<file path="src/rtl/pixel_stream_pkg.sv">
// Shared definitions for the pixel stream processor.
//   OP_*    : 3-bit operation codes decoded by the channel operators and the top
//   state_t : frame control FSM encoding (idle / run / done)
package pixel_stream_pkg;

  localparam logic [2:0] OP_NEG    = 3'b000;
  localparam logic [2:0] OP_THRESH = 3'b001;
  localparam logic [2:0] OP_BRIGHT = 3'b010;
  localparam logic [2:0] OP_DARK   = 3'b011;
  localparam logic [2:0] OP_GRAY   = 3'b100;

  typedef enum logic [1:0] {
    StIdle = 2'd0,
    StRun  = 2'd1,
    StDone = 2'd2
  } state_t;

endpackage

</file>
<file path="src/rtl/pixel_stream_processor_channel_op.sv">
// pixel_channel_op: combinational per-channel point operation.
//   op         : operation code (see pixel_stream_pkg)
//   x          : input channel value
//   threshold  : threshold for OP_THRESH
//   brightness : offset for OP_BRIGHT / OP_DARK
//   y          : result; grayscale and unused codes pass x through unchanged
module pixel_channel_op
  import pixel_stream_pkg::*;
#(
  parameter int unsigned CH_WIDTH = 8
) (
  input  logic [2:0]          op,
  input  logic [CH_WIDTH-1:0] x,
  input  logic [CH_WIDTH-1:0] threshold,
  input  logic [CH_WIDTH-1:0] brightness,
  output logic [CH_WIDTH-1:0] y
);

  // One extra bit so the carry out flags saturation.
  logic [CH_WIDTH:0] bright_sum;
  assign bright_sum = {1'b0, x} + {1'b0, brightness};

  always_comb begin
    y = x;
    case (op)
      OP_NEG:    y = ~x;
      OP_THRESH: y = (x >= threshold) ? '1 : '0;
      OP_BRIGHT: y = bright_sum[CH_WIDTH] ? '1 : bright_sum[CH_WIDTH-1:0];
      OP_DARK:   y = (x >= brightness) ? (x - brightness) : '0;
      default:   y = x;
    endcase
  end

endmodule

</file>
<file path="src/rtl/pixel_stream_processor.sv">
// pixel_stream_processor: frame-based streaming pixel point-operation engine.
// Clock/reset : clk, rst (synchronous, active high)
// Control     : start, operation_select, threshold_value, brightness_value
//               (latched on frame start), busy, done (one-cycle pulse), pixel_count
// Input       : s_valid / s_ready / s_data (channel 0 in the MSBs)
// Output      : m_valid / m_ready / m_data / m_last, one registered stage
// Build option: define PIXEL_STREAM_GRAYSCALE_EN to enable the op 100 grayscale path;
//               otherwise op 100 is a pass-through and no grayscale logic exists.
module pixel_stream_processor
  import pixel_stream_pkg::*;
#(
  parameter int unsigned CH_WIDTH     = 8,
  parameter int unsigned NUM_CH       = 3,
  parameter int unsigned IMAGE_WIDTH  = 4,
  parameter int unsigned IMAGE_HEIGHT = 4
) (
  input  logic                                               clk,
  input  logic                                               rst,
  input  logic                                               start,
  input  logic [2:0]                                         operation_select,
  input  logic [CH_WIDTH-1:0]                                threshold_value,
  input  logic [CH_WIDTH-1:0]                                brightness_value,
  input  logic                                               s_valid,
  output logic                                               s_ready,
  input  logic [NUM_CH*CH_WIDTH-1:0]                         s_data,
  output logic                                               m_valid,
  input  logic                                               m_ready,
  output logic [NUM_CH*CH_WIDTH-1:0]                         m_data,
  output logic                                               m_last,
  output logic                                               busy,
  output logic                                               done,
  output logic [$clog2(IMAGE_WIDTH*IMAGE_HEIGHT+1)-1:0]      pixel_count
);

  localparam int unsigned DataW    = NUM_CH * CH_WIDTH;
  localparam int unsigned FrameLen = IMAGE_WIDTH * IMAGE_HEIGHT;
  localparam int unsigned CntW     = $clog2(FrameLen + 1);
  localparam logic [CntW-1:0] FrameLenCnt = CntW'(FrameLen);
  localparam logic [CntW-1:0] LastIdx     = CntW'(FrameLen - 1);

  state_t state_q, state_d;

  logic [2:0]          op_q;
  logic [CH_WIDTH-1:0] thresh_q;
  logic [CH_WIDTH-1:0] bright_q;

  logic             accept;
  logic             xfer;
  logic [DataW-1:0] chan_result;
  logic [DataW-1:0] pix_result;

  // Output register is free when empty or being drained this cycle.
  assign s_ready = (state_q == StRun) && (pixel_count < FrameLenCnt) && (!m_valid || m_ready);
  assign accept  = s_valid && s_ready;
  assign xfer    = m_valid && m_ready;

  assign busy = (state_q != StIdle);
  assign done = (state_q == StDone);

  always_comb begin
    state_d = state_q;
    unique case (state_q)
      StIdle:  if (start) state_d = StRun;
      StRun:   if (xfer && m_last) state_d = StDone;
      StDone:  state_d = StIdle;
      default: state_d = StIdle;
    endcase
  end

  always_ff @(posedge clk) begin
    if (rst) begin
      state_q     <= StIdle;
      op_q        <= '0;
      thresh_q    <= '0;
      bright_q    <= '0;
      pixel_count <= '0;
      m_valid     <= 1'b0;
      m_last      <= 1'b0;
      m_data      <= '0;
    end else begin
      state_q <= state_d;

      if (state_q == StIdle && start) begin
        op_q        <= operation_select;
        thresh_q    <= threshold_value;
        bright_q    <= brightness_value;
        pixel_count <= '0;
      end else if (accept) begin
        pixel_count <= pixel_count + 1'b1;
      end

      // A new accept always refills the stage, even when it drains in the same cycle.
      if (accept) begin
        m_valid <= 1'b1;
        m_data  <= pix_result;
        m_last  <= (pixel_count == LastIdx);
      end else if (xfer) begin
        m_valid <= 1'b0;
        m_last  <= 1'b0;
      end
    end
  end

  for (genvar c = 0; c < NUM_CH; c++) begin : g_ch
    pixel_channel_op #(
      .CH_WIDTH(CH_WIDTH)
    ) u_op (
      .op        (op_q),
      .x         (s_data[DataW-1-c*CH_WIDTH -: CH_WIDTH]),
      .threshold (thresh_q),
      .brightness(bright_q),
      .y         (chan_result[DataW-1-c*CH_WIDTH -: CH_WIDTH])
    );
  end

`ifdef PIXEL_STREAM_GRAYSCALE_EN
  if (NUM_CH == 3) begin : g_gray
    // R + 2G + B fits in CH_WIDTH+2 bits; dropping two LSBs divides by 4.
    logic [CH_WIDTH+1:0] luma_sum;
    logic [CH_WIDTH-1:0] luma;
    assign luma_sum = {2'b00, s_data[3*CH_WIDTH-1 -: CH_WIDTH]}
                    + {1'b0, s_data[2*CH_WIDTH-1 -: CH_WIDTH], 1'b0}
                    + {2'b00, s_data[CH_WIDTH-1:0]};
    assign luma       = luma_sum[CH_WIDTH+1:2];
    assign pix_result = (op_q == OP_GRAY) ? {NUM_CH{luma}} : chan_result;
  end else begin : g_no_gray
    assign pix_result = chan_result;
  end
`else
  assign pix_result = chan_result;
`endif

endmodule

</file>
<file path="config.mk">
export PLATFORM = sky130hd
export DESIGN_NAME = pixel_stream_processor
export DESIGN_NICKNAME = d
export VERILOG_FILES = /design/src/rtl/pixel_stream_pkg.sv /design/src/rtl/pixel_stream_processor_channel_op.sv /design/src/rtl/pixel_stream_processor.sv
export SDC_FILE = /design/constraint.sdc
export NUM_CORES = 1
export LEC_CHECK = 0
export CAP_MARGIN = 25
export CORE_MARGIN = 2
export CORE_UTILIZATION = 45
export CTS_BUF_LIST = sky130_fd_sc_hd__clkbuf_16
export CTS_CLUSTER_DIAMETER = 60
export DETAILED_ROUTE_END_ITERATION = 10
export PLACE_DENSITY = 0.68
export SETUP_SLACK_MARGIN = 0.1
export SLEW_MARGIN = 0
export SYNTH_ARGS = -nofsm -noshare
export SYNTH_HDL_FRONTEND = slang
export SYNTH_SLANG_ARGS = --single-unit
</file>
<file path="constraint.sdc">
create_clock -name clk -period 3.5 [get_ports clk]
set_input_delay 1.05 -clock clk [delete_from_list [all_inputs] [get_ports clk]]
set_output_delay 1.05 -clock clk [all_outputs]
set_load 0.005 [all_outputs]
</file>
==> results.toml, run 1 <==
[cts]
cts_tree = "built"
clk_latency_ns = 0.30
clock-sinks = 52
hold_buffers = 0
cts_buffers = 5
clkTransAtPathRegs_ns = 0.08
cts_max_level = 2
cts-root-buf = "clkbuf_16"
cts_buffer_depth = 2

[global_routing]
track_usage_pct = 29.7
grt_max_degree = 23
grt_pass1_wl_um = 27200
grt_pass1_vias = 5235
antenna_found_initial = 0
grt_overflow = 0

[detailed_routing]
drt-total-wl_um = 17800
drt_iter0_markers = 397
vias_per_cell = 5.95
wl_per_cell_um = 19.1
drc = 0
ant_nets = 0
routed-via-count = 5534
dr.pass1.iters = 5

[cells_and_area]
fin_util_pct = 62.3
layout_common_cells = "buf_4, clkdlybuf4s50_1, ha_1"
final_common_cell = "buf_4"
n_antenna_cell = 0
fin_cells = 930
fin_nets = 917
drive_gt1_share_pct = 16.5
design_area_um2 = 6750
syn2layout_area_growth_pct = 35.0

[power]
p_int_mw = 1.30
ir_worst_vdd_mv = 0.239
pwr-share-comb_pct = 42.3
powerDensity_nw_per_um2 = 304
p_seq_share_pct = 32.1
p_total_mw = 2.05
cellLeakagePower_nw = 2.80
swShare_pct = 36.5
switching_power_mw = 0.750
pwr-share-clk_pct = 25.6

[synthesis]
syn_nets = 774
ys_types = 63
synthesis.area_um2 = 5000
async_flop_share_pct = 0
synthCells = 646
syn_area_per_cell_um2 = 7.74
synth_seq_cells = 52
synthFlopType = "dfxtp_1"
synth_edf_count = 0
seq_area_frac_synth_pct = 20.8
yosys_warnings = 0

[status]
status = "finished, final reports clean"

[worst_setup_path]
crit_chain = "dlygate4sd2_1 -> ha_2 -> fa_2 -> nor2b_1 -> or3_1 -> a221oi_4 -> mux2_4 -> a311oi_2 -> nor3_1 -> o21ai_1"
worst_setup_path_start_kind = "input pin"
path_class = "in2reg"
cp_slowest_cell = "fa_2"
cp.arrival_ns = 3.56
crit_fanout = 2
critPathBufInv = 1
crit_path_max_incr_delay_ns = 0.39
cp_data_required_time_ns = 3.73
end_kind = "flop"
path_delay_family = "compound AO/OA/AOI/OAI gates"
rrSetupSlack_ns = 0.61

[die]
io_pins = 82
fp.dieW_um = 109
core_area_um2 = 10800
fp-row-count = 38
die_area_um2 = 12000
initial_utilization_pct = 46.1
die_h_um = 109

[sta]
fmax_ghz = 0.301
slew_headroom_pct = 32.6
rsz0062_at_grt = "yes"
fin_ws_ns = 0.173
drv_slew = 0
finalSetupViolations = 0
final.min_clock_period_ns = 3.33
min_period_over_period_pct = 95.0
clock_skew_ns = 0.00645
final_hold_viol_count = 0
worstMarginPinSlew_ns = 1.01

[run]
maxCapViolations = 0

[placed_design]
dpl.cell_count = 919
gp_congestion = 0.924
dpl.hpwl_um = 13500
io_buffers = 81
place_area_um2 = 6490
dpl_worst_slack_ns = -0.325

[worst_hold_path]
worstHoldPathType = "reg2reg"
[worst register-to-register path: cells and delay by family, from the launching register on]
family          cells  cell delay, ns
simple gates        3            0.62
flops               1            0.49
mux                 1            0.34
compound gates      3            0.70
fa+ha+maj           2            0.68
[flip-flops by register name, summed over array words and instances (netlist names)]
signal,cells
m_valid,1
state_q,2
m_data,24
thresh_q,8
bright_q,8
pixel_count,5
m_last,1
op_q,3
[cell type report]
cell class	count	area (um2)
flip-flops and latches	52	1040
repair buffers	168	1470
clock inverters	3	26.3
clock buffers	5	125
well taps	140	175
fillers	986	4090
multi-input cells	519	3750
inverters	43	161
[final timing paths]
check	from	end	cells after the start
worst max-delay path	s_data[8]	m_data[14]	10
worst min-delay path	m_data[1]	m_data[1]	2
worst min register to register	m_data[1]	m_data[1]	2
worst max register to register	bright_q[0]	m_data[14]	9
[per-stage QoR]
stage	hold WS (ns)	setup TNS, ns
floorplan	0.435	0
global placement	0.432	-2.46
detailed placement	0.440	-3.75
CTS	0.451	0
global route	0.462	0
finish	0.445	0
[synth_stat cells (all sizes together), types with 9 or more instances]
cell type / instances / share of area [%]
nor2b: 14 / 1.8
a211oi: 17 / 2.6
clkbuf: 24 / 1.8
nand2b: 12 / 1.5
o21ai: 62 / 6.2
nand3: 9 / 0.90
o21a: 10 / 1.5
a21oi: 47 / 4.7
nor2: 58 / 4.4
xnor2: 22 / 3.9
inv: 43 / 3.2
nand2: 56 / 4.2
ha: 74 / 19
nor3: 12 / 1.2
o211ai: 9 / 1.4
dfxtp: 52 / 21
[power by group through the flow]
stage | Clock, mW | Sequential [mW] | Combinational [mW]
2_1_floorplan | 0 | 0.659 | 0.478
3_3_place_gp | 0 | 0.671 | 0.812
3_5_place_dp | 0 | 0.672 | 0.827
4_1_cts | 0.529 | 0.658 | 0.837
5_1_grt | 0.556 | 0.662 | 0.948
6_report | 0.527 | 0.659 | 0.868
[per-layer routing]
metal  part of all wire [%]  routed length [um]  vias up  global-route usage [%]
li1                       -                   -     2618                       -
met1                     42                7520     2616                    39.6
met2                     45                8010      260                    48.1
met3                    8.8                1570       40                    4.98
met4                    3.8                 676        0                    11.2
met5                      0                   0        -                       0
[kinds of logic after synthesis]
logic type	count (synthesis)	synth area share, %
flip-flops	52	20.8
buffers and inverters	75	5.90
multiplexers	2	0.425
AND/OR/NAND/NOR	195	18.6
XOR/XNOR	28	4.90
adder cells (fa/ha/maj)	80	20.9
AO/OA/AOI/OAI	214	28.4
[repair_timing]
action,4_1_cts,5_1_grt
pin swaps,6,3
setup buffers,2,1
resized for setup,8,20
endpoints found under the setup margin,7,17
Power figures use the tool's default switching activity.
==> inputs of run 2 (changes only) <==
--- a/config.mk
+++ b/config.mk
@@ -6,6 +6,7 @@
 export NUM_CORES = 1
 export LEC_CHECK = 0
 export CAP_MARGIN = 25
+export CORE_ASPECT_RATIO = 0.5
 export CORE_MARGIN = 2
 export CORE_UTILIZATION = 45
 export CTS_BUF_LIST = sky130_fd_sc_hd__clkbuf_16
==> constraint.sdc (replaced) <==
create_clock -name clk -period 3.89 [get_ports clk]
set_input_delay 1.167 -clock clk [delete_from_list [all_inputs] [get_ports clk]]
set_output_delay 1.167 -clock clk [all_outputs]
set_load 0.005 [all_outputs]
==> run 2 against run 1 <==
Net effect: sequential power fell by 10%; critical path type unchanged; largest cell class unchanged; global-route usage down 1.2 points; critical path depth stayed put; via count shrank 3.7%; sequential share of layout area increased by 1.1 points; register-to-register slack improved by 0.15 ns.
==> results.toml, run 2 (synthesized netlist as in run 1, its figures left out) <==
[worst_setup_path]
worst_setup_path_start_kind = "input pin"
endpoint = "m_data[14]"
cp.arrival_ns = 3.91
end_kind = "flop"
ff2ff_path_depth = 9
reg2reg_to = "m_data[7]"
cp_data_required_time_ns = 4.13
reg2reg_from = "bright_q[1]"
cp-startpoint = "s_data[8]"
crit_fanout = 3
rrSetupSlack_ns = 0.76
path_class = "in2reg"

[die]
initial_utilization_pct = 45.8
fp-row-count = 27
die_h_um = 78.5
io_pins = 82
core_area_um2 = 10900
fp.dieW_um = 153
die_area_um2 = 12000

[sta]
finalSetupTns_ns = 0
final.min_clock_period_ns = 3.67
worstMarginPinSlew_ns = 1.06
drv_slew = 0
finalSetupViolations = 0
final_hold_viol_count = 0
slew_headroom_pct = 29.7
fmax_ghz = 0.273
rsz0062_at_grt = "no"
clock_skew_ns = 0.00424
fin_ws_ns = 0.223
min_period_over_period_pct = 94.3

[cells_and_area]
fin_util_pct = 57.9
layout_common_cells = "clkdlybuf4s50_1, ha_1, nor2_1"
final_common_cell = "clkdlybuf4s50_1"
top_regs = "m_data x24, bright_q x8, thresh_q x8"
multi_input_area_um2 = 3690
largest_register = "m_data"
largest_reg_flops = 24
drive_gt1_share_pct = 9.18
n_fill_cell = 1029
seq_area_um2 = 1040
fin_nets = 868
syn2layout_area_growth_pct = 26.3

[detailed_routing]
drt-total-wl_um = 17200
dr.pass1.iters = 7
drt_iter0_markers = 571
vias_per_cell = 6.01
wl_per_cell_um = 19.4
drc = 0
ant_nets = 0
routed-via-count = 5328

[cts]
clk_latency_ns = 0.31
cts_max_level = 2
clkTransAtPathRegs_ns = 0.08
cts_tree = "built"
cts_buffers = 5
hold_buffers = 0
cts_buffer_depth = 2
cts-root-buf = "clkbuf_16"
clock-sinks = 52
cts_setup_buffers = 0

[power]
pwr-share-clk_pct = 27.2
powerDensity_nw_per_um2 = 284
switching_power_mw = 0.666
p_int_mw = 1.13
swShare_pct = 37.2
p_seq_share_pct = 33.1
pwr-share-comb_pct = 39.7
ir_worst_vdd_mv = 0.181
cellLeakagePower_nw = 2.53
p_total_mw = 1.79

[global_routing]
grt_max_degree = 23
grt_pass1_wl_um = 26800
grt_overflow = 0
grt_pass1_vias = 4983
track_usage_pct = 28.5
antenna_found_initial = 1

[placed_design]
gp_congestion = 0.973
io_buffers = 81
dpl.hpwl_um = 12900
dpl_worst_slack_ns = -0.145

[run]
maxCapViolations = 0

[worst_hold_path]
hold_depth = 2
worstHoldPathType = "reg2reg"

[status]
status = "finished, final reports clean"
run 2: changes by cell type in the layout (fill, tap and decap cells not counted), sizes merged:
cell and change:
buf -49, clkdlybuf4s50 +4, dlymetal6s2s -3, clkinvlp -1, diode +1, dlygate4sd2 -1
inv +1
run 2: layer usage:
| metal | vias up | global-route usage (%) | wire (um) |
|---|---|---|---|
| met5 | - | 0 | 0 |
| met4 | 0 | 9.54 | 436 |
| met3 | 39 | 5.52 | 1700 |
| met2 | 274 | 43.0 | 7200 |
| met1 | 2496 | 40.8 | 7880 |
| li1 | 2519 | - | - |
run 2: final cells by class:
type                            count  area share, %
Antenna cell                        1         0.0396
Clock buffer                        5           1.98
Clock inverter                      3          0.396
Inverter                           43           2.55
Multi-Input combinational cell    519           58.3
Sequential cell                    52           16.5
Tap cell                          145           2.87
Timing Repair Buffer              119           17.3
run 2: power by group through the flow:
stage	combinational (mW)	clock (mW)	sequential, mW
final	0.712	0.487	0.593
after global routing	0.779	0.517	0.596
after CTS	0.696	0.489	0.592
after detailed placement	0.691	0	0.604
after global placement	0.683	0	0.604
after floorplan	0.430	0	0.593
run 2: timing repair:
| action | 4_1_cts | 5_1_grt |
|---|---|---|
| hold endpoints to repair | 0 | 0 |
| pin swaps | 1 | 1 |
| setup endpoints to repair | 1 | 6 |
| gates resized for setup | 1 | 4 |
run 2: worst min-delay path by stage:
stage | start | endpoint
final | m_data[17] | m_data[17]
after global routing | m_data[1] | m_data[1]
after CTS | m_data[17] | m_data[17]
after detailed placement | m_data[17] | m_data[17]
after global placement | m_data[17] | m_data[17]
after floorplan | m_data[17] | m_data[17]
run 2: worst max-delay path, cell delays in order:
cell and delay [ns]:
clkdlybuf4s50_1 0.46, ha_2 0.22, fa_2 0.35, nor2b_1 0.15, or3_1 0.35, a221oi_2 0.33
mux2_2 0.38, a311oi_1 0.26, nor3_1 0.09, o21ai_0 0.14
run 2: metrics by stage:
stage | cell area (um2) | hold slack (ns) | std cells
final | 6320 | 0.437 | 887
after global routing | 6310 | 0.477 | 886
after CTS | 6300 | 0.441 | 886
after detailed placement | 6150 | 0.431 | 878
after global placement | 6150 | 0.426 | 878
after floorplan | 5000 | 0.435 | 646
==> inputs of run 3 (changes only) <==
--- a/config.mk
+++ b/config.mk
@@ -13,6 +13,7 @@
 export CTS_CLUSTER_DIAMETER = 60
 export DETAILED_ROUTE_END_ITERATION = 10
 export PLACE_DENSITY = 0.68
+export RECOVER_POWER = 100
 export SETUP_SLACK_MARGIN = 0.1
 export SLEW_MARGIN = 0
 export SYNTH_ARGS = -nofsm -noshare
==> run 3 against run 2 <==
Net effect: largest cell class unchanged; design area shrank 0.50%; first-iteration DRC count down 12%; maximum frequency decreased by 0.10%; largest power group unchanged; sequential power about the same; clock skew increased by 0.0016 ns; die area unchanged; count of clock-buffer cells in the layout is the same; critical path depth rose by 1; sequential share of layout area is 0.082 points higher; critical endpoint is now m_data[9]; cell count unchanged; sequential cell count is the same; combinational power is 2% lower.
==> results.toml, run 3 (synthesized netlist as in run 1, its figures left out) <==
[detailed_routing]
vias_per_cell = 5.98
drt_iter0_markers = 504
wl_per_cell_um = 19.4
routed-via-count = 5302
drt-total-wl_um = 17200
drc = 0
dr.pass1.iters = 5
ant_nets = 0

[power]
p_int_mw = 1.12
pwr-share-comb_pct = 39.3
ir_worst_vdd_mv = 0.179
powerDensity_nw_per_um2 = 283
swShare_pct = 37.3
p_seq_share_pct = 33.3
switching_power_mw = 0.664
cellLeakagePower_nw = 2.61
pwr-share-clk_pct = 27.4

[worst_hold_path]
worstHoldPathType = "reg2reg"

[sta]
final.min_clock_period_ns = 3.67
rsz0062_at_grt = "no"
final_hold_viol_count = 0
finalSetupTns_ns = 0
holdWs_ns = 0.433
slew_headroom_pct = 28.9
drv_slew = 0
min_period_over_period_pct = 94.4
fmax_ghz = 0.272
finalSetupViolations = 0
clock_skew_ns = 0.00586
worstMarginPinSlew_ns = 1.07

[cells_and_area]
final_common_cell = "ha_1"
layout_common_cells = "ha_1, o21ai_0, nor2_1"
largest_reg_flops = 24
top_regs = "m_data x24, bright_q x8, thresh_q x8"
syn2layout_area_growth_pct = 25.7
largest_register = "m_data"
fin_nets = 868
drive_gt1_share_pct = 7.96

[cts]
hold_buffers = 0
clkTransAtPathRegs_ns = 0.08
cts_setup_buffers = 0
cts_buffers = 5
cts_max_level = 2
cts-root-buf = "clkbuf_16"
cts_buffer_depth = 2
clk_latency_ns = 0.31
clock-sinks = 52
cts_tree = "built"

[worst_setup_path]
cp_slowest_cell = "clkdlybuf4s50_1"
path_class = "in2reg"
crit_chain = "clkdlybuf4s50_1 -> ha_2 -> fa_2 -> nor2b_1 -> or3_1 -> a221oi_2 -> o31ai_1 -> a21oi_1 -> clkbuf_1 -> o211ai_1 -> a32o_1"
end_kind = "flop"
cp_data_required_time_ns = 4.10
worst_setup_path_start_kind = "input pin"
cp.arrival_ns = 3.88
crit_fanout = 3
crit_path_max_incr_delay_ns = 0.46

[die]
die_area_um2 = 12000
core_area_um2 = 10900
io_pins = 82
fp-row-count = 27
initial_utilization_pct = 45.8
fp.dieW_um = 153
die_h_um = 78.5

[placed_design]
io_buffers = 81
gp_congestion = 0.973
dpl.hpwl_um = 12900

[global_routing]
grt_overflow = 0
antenna_found_initial = 1
grt_pass1_vias = 4983
grt_max_degree = 23
track_usage_pct = 28.5
grt_pass1_wl_um = 26800

[run]
maxCapViolations = 0

[status]
status = "finished, final reports clean"
run 3: changes by cell type in the layout (fill, tap and decap cells not counted), sizes merged:
cell / previous run / this run
dlygate4sd3: 0 / 36
buf: 38 / 31
clkdlybuf4s50: 80 / 44
clkbuf: 5 / 12
run 3: worst max-delay path, delay by kind of cell:
kind	cells	cell delay (ns)
AO/OA/AOI/OAI	5	0.98
adder cells (fa/ha/maj)	2	0.57
buffers and inverters	2	0.66
AND/OR/NAND/NOR	2	0.51
run 3: metal layers:
metal  vias up  GRT usage, %  routed length [um]
met2       264          43.0                7180
met5         -             0                   0
met3        37          5.52                1630
li1       2517             -                   -
met4         0          9.54                 441
met1      2484          40.8                7930
run 3: per-stage QoR:
step / std cells / setup slack, ns / power (mW) / utilization [%] / area [um2]
global route: 886 / 0.0687 / 1.88 / 57.6 / 6280
CTS: 886 / 0.160 / 1.78 / 57.7 / 6300
global placement: 878 / -0.00626 / 1.29 / 56.4 / 6150
floorplan: 646 / 0.578 / 1.02 / - / 5000
detailed placement: 878 / -0.145 / 1.29 / 56.4 / 6150
finish: 887 / 0.219 / 1.78 / 57.6 / 6290
run 3: layout make-up:
cell class              instances  area [um2]
repair buffers                119        1070
fillers                      1042        4630
inverters                      43         161
clock buffers                   5         125
clock inverters                 3        25.0
flip-flops and latches         52        1040
well taps                     145         181
diodes                          1        2.50
multi-input cells             519        3680
run 3: power by group through the flow:
stage,logic [mW],clock network (mW),registers (mW)
global route,0.767,0.517,0.595
CTS,0.696,0.489,0.592
global placement,0.683,0,0.604
floorplan,0.430,0,0.593
detailed placement,0.691,0,0.604
finish,0.700,0.487,0.593
run 3: final timing paths:
check / from / endpoint / slack, ns / cells after the start
hold / removal: m_data[17] / m_data[17] / 0.43 / 2
hold reg to reg: m_data[17] / m_data[17] / 0.43 / 2
setup reg to reg: bright_q[1] / m_data[8] / 0.71 / 10
setup / recovery: s_data[8] / m_data[9] / 0.22 / 11
run 3: what timing repair did:
item	CTS	global route
resized for setup	1	4
pin swaps	1	1
setup endpoints to repair	1	6
